**src/rtl/div_pkg.sv**
```systemverilog
// Shared types and default widths for the signed fixed-point divider.
// Latency: n/a (package only).
// Backpressure: n/a (package only).
package div_pkg;

   // Default operand and result widths
   localparam int DEF_DIVIDEND_W = 32;
   localparam int DEF_DIVISOR_W  = 8;
   localparam int DEF_QUOTIENT_W = 24;

   // Divider control states
   typedef enum logic [1:0] {
      IDLE = 2'd0,
      BUSY = 2'd1,
      DONE = 2'd2
   } div_state_t;

endpackage

```
**src/rtl/div_step.sv**
```systemverilog
// One restoring-division iteration: shift in a dividend bit, trial subtract, keep or restore.
// Latency: combinational.
// Backpressure: none; the caller decides when to register the result.
module div_step #(
   parameter int W = 9
) (
   input  logic [W-1:0] rem_i,
   input  logic         bit_i,
   input  logic [W-1:0] dvs_i,
   output logic [W-1:0] rem_o,
   output logic         qbit_o
);

   logic [W:0] partial;
   logic [W:0] trial;

   // Partial remainder is always below 2*divisor, so one extra bit holds the trial sign
   always_comb begin
      partial = {rem_i, bit_i};
      trial   = partial - {1'b0, dvs_i};
      qbit_o  = ~trial[W];
      rem_o   = qbit_o ? trial[W-1:0] : partial[W-1:0];
   end

endmodule

```
**src/rtl/fixed_point_divider_signed_coef.sv**
```systemverilog
// Signed dividend / signed coefficient divider, restoring, one quotient bit per cycle, saturating; DIV_REMAINDER_EN adds a remainder output.
// Latency: DIVIDEND_W+1 cycles from accept edge to out_valid (2 for a zero divisor).
// Backpressure: single in flight; in_ready only in IDLE, result held in DONE until out_ready.
module fixed_point_divider_signed_coef
   import div_pkg::*;
#(
   parameter int DIVIDEND_W = DEF_DIVIDEND_W,
   parameter int DIVISOR_W  = DEF_DIVISOR_W,
   parameter int QUOTIENT_W = DEF_QUOTIENT_W
) (
   input  logic                  clk,
   input  logic                  rst_n,
   input  logic                  in_valid,
   output logic                  in_ready,
   input  logic [DIVIDEND_W-1:0] dividend,
   input  logic [DIVISOR_W-1:0]  divisor,
   output logic                  out_valid,
   input  logic                  out_ready,
   output logic [QUOTIENT_W-1:0] quotient,
   output logic                  ov,
   output logic                  dz
`ifdef DIV_REMAINDER_EN
   ,
   output logic [DIVISOR_W-1:0]  remainder
`endif
);

   localparam int RW = DIVISOR_W + 1;
   localparam int CW = (DIVIDEND_W > 1) ? $clog2(DIVIDEND_W) : 1;
   localparam logic [CW-1:0]         CNT_LAST  = CW'(DIVIDEND_W - 1);
   localparam logic [DIVIDEND_W-1:0] Q_POS_MAG = DIVIDEND_W'((64'd1 << (QUOTIENT_W - 1)) - 64'd1);
   localparam logic [DIVIDEND_W-1:0] Q_NEG_MAG = DIVIDEND_W'(64'd1 << (QUOTIENT_W - 1));
   localparam logic [QUOTIENT_W-1:0] Q_MAX     = {1'b0, {(QUOTIENT_W-1){1'b1}}};
   localparam logic [QUOTIENT_W-1:0] Q_MIN     = {1'b1, {(QUOTIENT_W-1){1'b0}}};

   div_state_t            state_q, state_d;
   logic [CW-1:0]         cnt_q, cnt_d;
   logic [DIVIDEND_W-1:0] dvd_q, dvd_d;     // dividend magnitude shifting out, quotient bits shifting in
   logic [RW-1:0]         dvs_q, dvs_d;     // divisor magnitude; -2^(DIVISOR_W-1) needs the extra bit
   logic [RW-1:0]         rem_q, rem_d;
   logic                  neg_q, neg_d;     // result sign
   logic                  sdvd_q, sdvd_d;   // dividend sign
   logic [QUOTIENT_W-1:0] quo_q, quo_d;
   logic                  ov_q, ov_d;
   logic                  dz_q, dz_d;
`ifdef DIV_REMAINDER_EN
   logic [DIVISOR_W-1:0]  rmd_q, rmd_d;
`endif

   logic [DIVIDEND_W-1:0] dvd_mag;
   logic [RW-1:0]         dvs_ext;
   logic [RW-1:0]         dvs_mag;
   logic [RW-1:0]         step_rem;
   logic                  step_qbit;
   logic [DIVIDEND_W-1:0] qmag_fin;

   // Magnitudes: the dividend is held unsigned so |-2^(W-1)| does not wrap
   always_comb begin
      dvd_mag  = dividend[DIVIDEND_W-1] ? -dividend : dividend;
      dvs_ext  = {divisor[DIVISOR_W-1], divisor};
      dvs_mag  = divisor[DIVISOR_W-1] ? -dvs_ext : dvs_ext;
      qmag_fin = {dvd_q[DIVIDEND_W-2:0], step_qbit};
   end

   div_step #(.W(RW)) u_step (
      .rem_i  (rem_q),
      .bit_i  (dvd_q[DIVIDEND_W-1]),
      .dvs_i  (dvs_q),
      .rem_o  (step_rem),
      .qbit_o (step_qbit)
   );

   // Next-state: capture in IDLE, iterate in BUSY, finalise sign/saturation on the last step, hold in DONE
   always_comb begin
      state_d = state_q;
      cnt_d   = cnt_q;
      dvd_d   = dvd_q;
      dvs_d   = dvs_q;
      rem_d   = rem_q;
      neg_d   = neg_q;
      sdvd_d  = sdvd_q;
      quo_d   = quo_q;
      ov_d    = ov_q;
      dz_d    = dz_q;
`ifdef DIV_REMAINDER_EN
      rmd_d   = rmd_q;
`endif
      case (state_q)
         IDLE: begin
            if (in_valid) begin
               dvd_d   = dvd_mag;
               dvs_d   = dvs_mag;
               rem_d   = '0;
               cnt_d   = '0;
               neg_d   = dividend[DIVIDEND_W-1] ^ divisor[DIVISOR_W-1];
               sdvd_d  = dividend[DIVIDEND_W-1];
               state_d = BUSY;
            end
         end
         BUSY: begin
            if (dvs_q == '0) begin
               // Zero divisor: no iterations, saturate toward the dividend's sign
               state_d = DONE;
               dz_d    = 1'b1;
               ov_d    = 1'b1;
               quo_d   = sdvd_q ? Q_MIN : Q_MAX;
`ifdef DIV_REMAINDER_EN
               rmd_d   = '0;
`endif
            end else begin
               dvd_d = {dvd_q[DIVIDEND_W-2:0], step_qbit};
               rem_d = step_rem;
               cnt_d = cnt_q + CW'(1);
               if (cnt_q == CNT_LAST) begin
                  state_d = DONE;
                  dz_d    = 1'b0;
                  if (!neg_q) begin
                     ov_d  = (qmag_fin > Q_POS_MAG);
                     quo_d = (qmag_fin > Q_POS_MAG) ? Q_MAX : qmag_fin[QUOTIENT_W-1:0];
                  end else begin
                     ov_d  = (qmag_fin > Q_NEG_MAG);
                     quo_d = (qmag_fin > Q_NEG_MAG) ? Q_MIN : -qmag_fin[QUOTIENT_W-1:0];
                  end
`ifdef DIV_REMAINDER_EN
                  rmd_d = sdvd_q ? -step_rem[DIVISOR_W-1:0] : step_rem[DIVISOR_W-1:0];
`endif
               end
            end
         end
         DONE: begin
            if (out_ready) begin
               state_d = IDLE;
            end
         end
         default: begin
            state_d = IDLE;
         end
      endcase
   end

   // State and datapath registers, synchronous active-low reset
   always_ff @(posedge clk) begin
      if (!rst_n) begin
         state_q <= IDLE;
         cnt_q   <= '0;
         dvd_q   <= '0;
         dvs_q   <= '0;
         rem_q   <= '0;
         neg_q   <= 1'b0;
         sdvd_q  <= 1'b0;
         quo_q   <= '0;
         ov_q    <= 1'b0;
         dz_q    <= 1'b0;
`ifdef DIV_REMAINDER_EN
         rmd_q   <= '0;
`endif
      end else begin
         state_q <= state_d;
         cnt_q   <= cnt_d;
         dvd_q   <= dvd_d;
         dvs_q   <= dvs_d;
         rem_q   <= rem_d;
         neg_q   <= neg_d;
         sdvd_q  <= sdvd_d;
         quo_q   <= quo_d;
         ov_q    <= ov_d;
         dz_q    <= dz_d;
`ifdef DIV_REMAINDER_EN
         rmd_q   <= rmd_d;
`endif
      end
   end

   assign in_ready  = (state_q == IDLE);
   assign out_valid = (state_q == DONE);
   assign quotient  = quo_q;
   assign ov        = ov_q;
   assign dz        = dz_q;
`ifdef DIV_REMAINDER_EN
   assign remainder = rmd_q;
`endif

endmodule

```
**config.mk**
```make
export PLATFORM = sky130hd
export DESIGN_NAME = fixed_point_divider_signed_coef
export DESIGN_NICKNAME = d
export VERILOG_FILES = /design/src/rtl/div_pkg.sv /design/src/rtl/div_step.sv /design/src/rtl/fixed_point_divider_signed_coef.sv
export SDC_FILE = /design/constraint.sdc
export NUM_CORES = 1
export LEC_CHECK = 0
export CAP_MARGIN = 5
export CELL_PAD_IN_SITES_DETAIL_PLACEMENT = 1
export CELL_PAD_IN_SITES_GLOBAL_PLACEMENT = 2
export CORE_MARGIN = 2
export CORE_UTILIZATION = 32
export CTS_CLUSTER_SIZE = 12
export DETAILED_ROUTE_END_ITERATION = 6
export PLACE_DENSITY = 0.86
export SLEW_MARGIN = 20
export SYNTH_ARGS = -nofsm -noshare
export SYNTH_HDL_FRONTEND = slang
export SYNTH_HIERARCHICAL = 1
export SYNTH_SLANG_ARGS = --single-unit
```
**constraint.sdc**
```tcl
create_clock -name clk -period 4.5 [get_ports clk]
set_input_delay 0.9 -clock clk [delete_from_list [all_inputs] [get_ports clk]]
set_output_delay 0.9 -clock clk [all_outputs]
set_load 0.05 [all_outputs]
```
# After elaboration in Yosys (flattened, before gate mapping)

Cells that the tools add are included.

Reductions and logical operators: 8
Equality and inequality tests: 7
Add/subtract/negate cells: 5
Order comparisons: 2
Bitwise operators: 2
Muxes and demuxes: 28

Operators by type and width:

| cell                 | number |
|---|---|
| $mux 24              | 6 |
| $mux 32              | 3 |
| $pmux 32 s2          | 1 |
| $mux 9               | 4 |
| $gt 32x23->1 const B | 1 |
| $gt 32x24->1 const B | 1 |
| $neg 32->32          | 1 |
| $neg 24->24          | 1 |
| $pmux 9 s2           | 1 |
| $mux 5               | 2 |
| $pmux 5 s2           | 1 |
| $sub 10x9->10        | 1 |
| $logic_not 9->1      | 1 |
| $neg 9->9            | 1 |
| $mux 2               | 4 |
| $pmux 2 s3           | 1 |
| $reduce_and 3->1     | 2 |
| $add 5x1->5 const B  | 1 |
| $eq 5x5->1 const B   | 1 |
| $mux 1               | 5 |
| $ne 2x2->1 const B   | 2 |
| $reduce_and 2->1     | 2 |
| $reduce_bool 2->1    | 2 |
| $ne 3x3->1 const B   | 1 |
| other kinds (6)      | 6 |

Output and inout port bits: 28
Word-level logic and storage cells: 62
Input bits: 44
Bits in registers: 85

# Logic depth before layout (Yosys ltp)

Depth after elaboration: 7
Mapped depth: 19
Mapped depth without buffers: 15

# By module

Netlist, hierarchy kept.

Modules (own cells, without submodules):

| module                          | cells each | instances | area each (µm²) |
|---|---|---|---|
| fixed_point_divider_signed_coef | 650        | 1         | 4,873.4 |
| div_step                        | 69         | 1         | 564.3 |

# Worst setup path after synthesis

Ideal clock, no wire load.

Kind: reg2reg
Start: reg dvs_q[4]
End: reg quo_q[7], in the netlist quotient[7]
Cell stages (with the launch flop): 19
Clock period less this slack: 3.793 ns
Arrival time: 3.719 ns
Library setup time: 0.074 ns
Path buffers: 3
Path slack: 0.707 ns
Cells stage by stage: dfxtp_1 > inv_1 > ha_1 > and2_1 > a21bo_1 > a211o_1 > o211ai_2 > inv_6 > inv_1 > ha_1 > or4b_1 > clkbuf_1 > or4b_1 > o21ai_1 > and3_1 > buf_2 > buf_4 > nand3_1 > a31oi_1

Word-level cells in the longest chain between the ends: 7
Elaborated cells on any way between the ends: 13
Classes of those cells: 2 x add/sub; 2 x order compare; 5 x mux; 1 x bitwise; 3 x reduce/logical

Ends and longest elaborated chain:

| element                                    | line                                                                           | text |
|---|---|---|
| from (decl)                                | fixed_point_divider_signed_coef.sv:39                                          | `logic [RW-1:0] dvs_q, dvs_d;` |
| from (signal assigned)                     | fixed_point_divider_signed_coef.sv:161                                         | `dvs_q <= dvs_d;` |
| $sub 10x9->10 *                            | div_step.sv:20                                                                 | `trial = partial - {1'b0, dvs_i};` |
| $not 1->1 *                                | div_step.sv:21                                                                 | `qbit_o = ~trial[W];` |
| via step_qbit                              | fixed_point_divider_signed_coef.sv:54                                          | `logic step_qbit;` |
| $gt 32x23->1, or another cell as far along | fixed_point_divider_signed_coef.sv:119                                         | `quo_d = (qmag_fin > Q_POS_MAG) ? Q_MAX : qmag_fin[QUOTIENT_W-1:0];` |
| $mux 24 (on tied branches)                 | fixed_point_divider_signed_coef.sv:119, fixed_point_divider_signed_coef.sv:122 |  |
| $mux 24 *                                  | fixed_point_divider_signed_coef.sv:117                                         | `if (!neg_q) begin` |
| $mux 24 *                                  | fixed_point_divider_signed_coef.sv:114                                         | `if (cnt_q == CNT_LAST) begin` |
| $mux 24 *                                  | fixed_point_divider_signed_coef.sv:101                                         | `if (dvs_q == '0) begin` |
| to (signal assigned)                       | fixed_point_divider_signed_coef.sv:165                                         | `quo_q <= quo_d;` |
| to (decl)                                  | fixed_point_divider_signed_coef.sv:43                                          | `logic [QUOTIENT_W-1:0] quo_q, quo_d;` |

The timed path passes the listed nets; every way through them passes the cells marked *. The select of a mux whose other input is x is not followed.
A chain may end at the register's enable or synchronous reset.

# Worst setup path after layout

Ends and elaborated chain as after synthesis.

==> flow_summary.toml <==
[cts]
cts.sinks = 85
clock_path_buffers = 2
postCtsSetupBuffers = 0
cts_hold_buf = 0
h-tree-depth = 3
tritoncts = "yes"
cts_resized = 0
clock-root-buffer = "clkbuf_16"
worstSkewPairLatency_ns = 0.35
clk_pin_slew_worst_paths_ns = 0.06
cts_buffers = 9

[grt]
grt.busiest_layer = "met2"
use_met3_pct = 2.04
grt_max_degree = 48
grt_pass1_wl_mm = 28.6
grt_use_total_pct = 19.7
overflow = 0
met1_usage_pct = 27.0
use_met2_pct = 31.5
grt_pass1_vias = 5544
antenna_found_initial = 0

[final_layout]
synthToLayoutAreaGrowth_pct = 22.0
nets = 818
utilization_pct = 40.0
stdcell_count = 984
mostFrequentLayoutCell = "dfxtp_1"
drive_gt1_share_pct = 6.41
insertedDiodeCount = 0
mostFrequentLayoutCells = "85 x dfxtp_1, 75 x nand2_1, 71 x clkdlybuf4s50_1"
fillers = 1986
fin_area_um2 = 6640

[drt]
avgRoutedWirePerCell_um = 17.6
vias_per_cell = 5.49
drt_iter0_markers = 290
ant_nets = 0
drc = 0
num_vias = 5405
drtPass1Iterations = 5
wl_mm = 17.3

[synthesis]
syn-num-nets = 778
syn-cell-area_um2 = 5440
yosys_warnings = 6
seq_area_frac_synth_pct = 31.3
avgSynthCellArea_um2 = 7.56
async_reset_ff_share_pct = 0
ys.flop_type = "dfxtp_1"
ys_seq_elements = 85
synth_edf_count = 0
synth_cell_types = 64
syn_inst = 719

[pwr]
peakVddDrop_v = 0.000193
swShare_pct = 37.2
power.leakage_nw = 2.37
switchingPower_mw = 1.02
sequentialPowerShare_pct = 33.9
clkPwrFrac_pct = 30.0
p_int_mw = 1.73
p_per_area_nw_per_um2 = 414
power_mw = 2.75
pwr-share-comb_pct = 36.2

[sta]
fin_crit_ns = 4.10
hold_viol = 0
fmax_mhz = 244
clock_skew_ns = 0.00600
rsz0062_at_grt = "false"
tightest_slew_ns = 0.924
setup_violations = 0
setup_ws_ns = 0.404
finalMaxSlewViolations = 0
holdWs_ns = 0.462
post-route-period-util_pct = 91.0
relSlewSlack_pct = 38.1
setup-tns-final_ns = 0

[setup_path]
critical_path_class = "reg2reg"
critPathLaunchType = "register"
cp_top_family = "simple AND/OR/NAND/NOR gates"
crit_buf_inv = 4
worst_path_max_delay_cell = "or4b_1"
end_kind = "register"
cp_data_arrival_time_ns = 4.37
critPathRequiredTime_ns = 4.77
cp_max_fo = 13
crit_path_max_incr_delay_ns = 0.52
crit_chain = "inv_1 -> ha_1 -> and2_1 -> a21bo_1 -> a211o_1 -> o211ai_2 -> inv_6 -> inv_1 -> ha_1 -> or4b_1 -> or4b_1 -> o21ai_1 -> and3_1 -> buf_4 -> nand3_1 -> a31oi_1"

[die]
core_um2 = 16600
initial_core_util_pct = 32.8
fp.dieH_um = 134
die_w_um = 134
dieArea_um2 = 18100
ios = 72
num_rows = 47

[placed_design]
dpl_cell_area_um2 = 6310
dp_worst_setup_slack_ns = 0.423
numPortBuffers = 71
hpwl_mm = 12.9
dp.cells = 968
gp_congestion = 0.867

[worst_hold_path]
worstHoldPathType = "reg2reg"

[job]
cap_violations = 0

[outcome]
status = "finished clean"
-- flip-flops by register name, summed over array words and instances, names as in the netlist --
signal and count:
quotient 24, neg_q 1, dvs_q 9, ov 1, state_q 2, rem_q 9, dz 1, cnt_q 5
sdvd_q 1, dvd_q 32
-- final timing paths --
check                        startpoint                       end  slack, ns  cells past startpoint
setup / recovery  dvs_q[4]$_SDFFE_PN0P_  quotient[7]$_SDFFE_PN0P_       0.40                     16
hold reg to reg   cnt_q[4]$_SDFFE_PN0P_     cnt_q[4]$_SDFFE_PN0P_       0.46                      2
setup reg to reg  dvs_q[4]$_SDFFE_PN0P_  quotient[7]$_SDFFE_PN0P_       0.40                     16
hold / removal    cnt_q[4]$_SDFFE_PN0P_     cnt_q[4]$_SDFFE_PN0P_       0.46                      2
-- Yosys cell counts, types with 5 or more instances --
library cell	count	share of area [%]
a211o_1	7	1.1
a211oi_1	10	1.4
a21oi_1	64	5.9
a31oi_1	20	2.3
and3_1	5	0.58
clkbuf_1	48	3.3
dfxtp_1	85	31
ha_1	14	3.2
inv_1	21	1.4
mux2_4	7	1.9
nand2_1	75	5.2
nand2b_1	5	0.58
nand3_1	28	2.6
nand4_1	9	1.0
nor2_1	65	4.5
nor3_1	15	1.4
nor4_1	12	1.4
o211ai_1	9	1.2
o21ai_0	55	5.1
o21ai_1	11	1.0
o31ai_1	13	1.8
or3_1	9	1.0
or4_1	8	1.1
xnor2_1	34	5.5
xor2_1	25	4.0
-- routing by layer --
layer / up-vias / share of wire [%]
met3: 26 / 3.7
met4: 0 / 2.5
li1: 2673 / -
met5: - / 0
met1: 2578 / 48
met2: 128 / 46
-- layout make-up --
class	instances	area, µm²	share of cell area [%]
clock buffer	11	243	3.66
timing repair buffer	84	808	12.2
sequential	85	1700	25.6
inverter	22	87.6	1.32
tap	220	275	4.15
multi-input combinational	557	3440	51.8
clock inverter	5	82.6	1.24
-- logic make-up (layout without fill, tap and decap cells) --
family	after synthesis	in the layout	synth area share [%]
and+or+nand+nor	252	252	22.4
AOI/OAI and AO/OA	220	220	24.9
DFF	85	85	31.3
buffers and inverters	77	122	5.71
xor gates and xnor gates	59	59	9.50
adders and majority gates	15	15	3.59
muxes	11	11	2.67
-- worst reg2reg max path, stage by stage (launching register included) --
cell and delay, ns:
dfxtp_1 0.36, inv_1 0.06, ha_1 0.35, and2_1 0.17, a21bo_1 0.22, a211o_1 0.31
o211ai_2 0.13, inv_6 0.14, inv_1 0.08, ha_1 0.24, or4b_1 0.50, or4b_1 0.52
o21ai_1 0.17, and3_1 0.31, buf_4 0.20, nand3_1 0.08, a31oi_1 0.19
-- power groups by stage --
| stage | combinational (mW) | sequential (mW) | clock, mW |
|---|---|---|---|
| 2_1_floorplan | 0.674 | 0.958 | 0 |
| 3_3_place_gp | 0.966 | 0.938 | 0 |
| 3_5_place_dp | 0.990 | 0.945 | 0 |
| 4_1_cts | 0.995 | 0.928 | 0.839 |
| 5_1_grt | 1.09 | 0.943 | 0.864 |
| 6_report | 0.994 | 0.930 | 0.824 |
No activity file was read; power rests on OpenSTA's default activity.
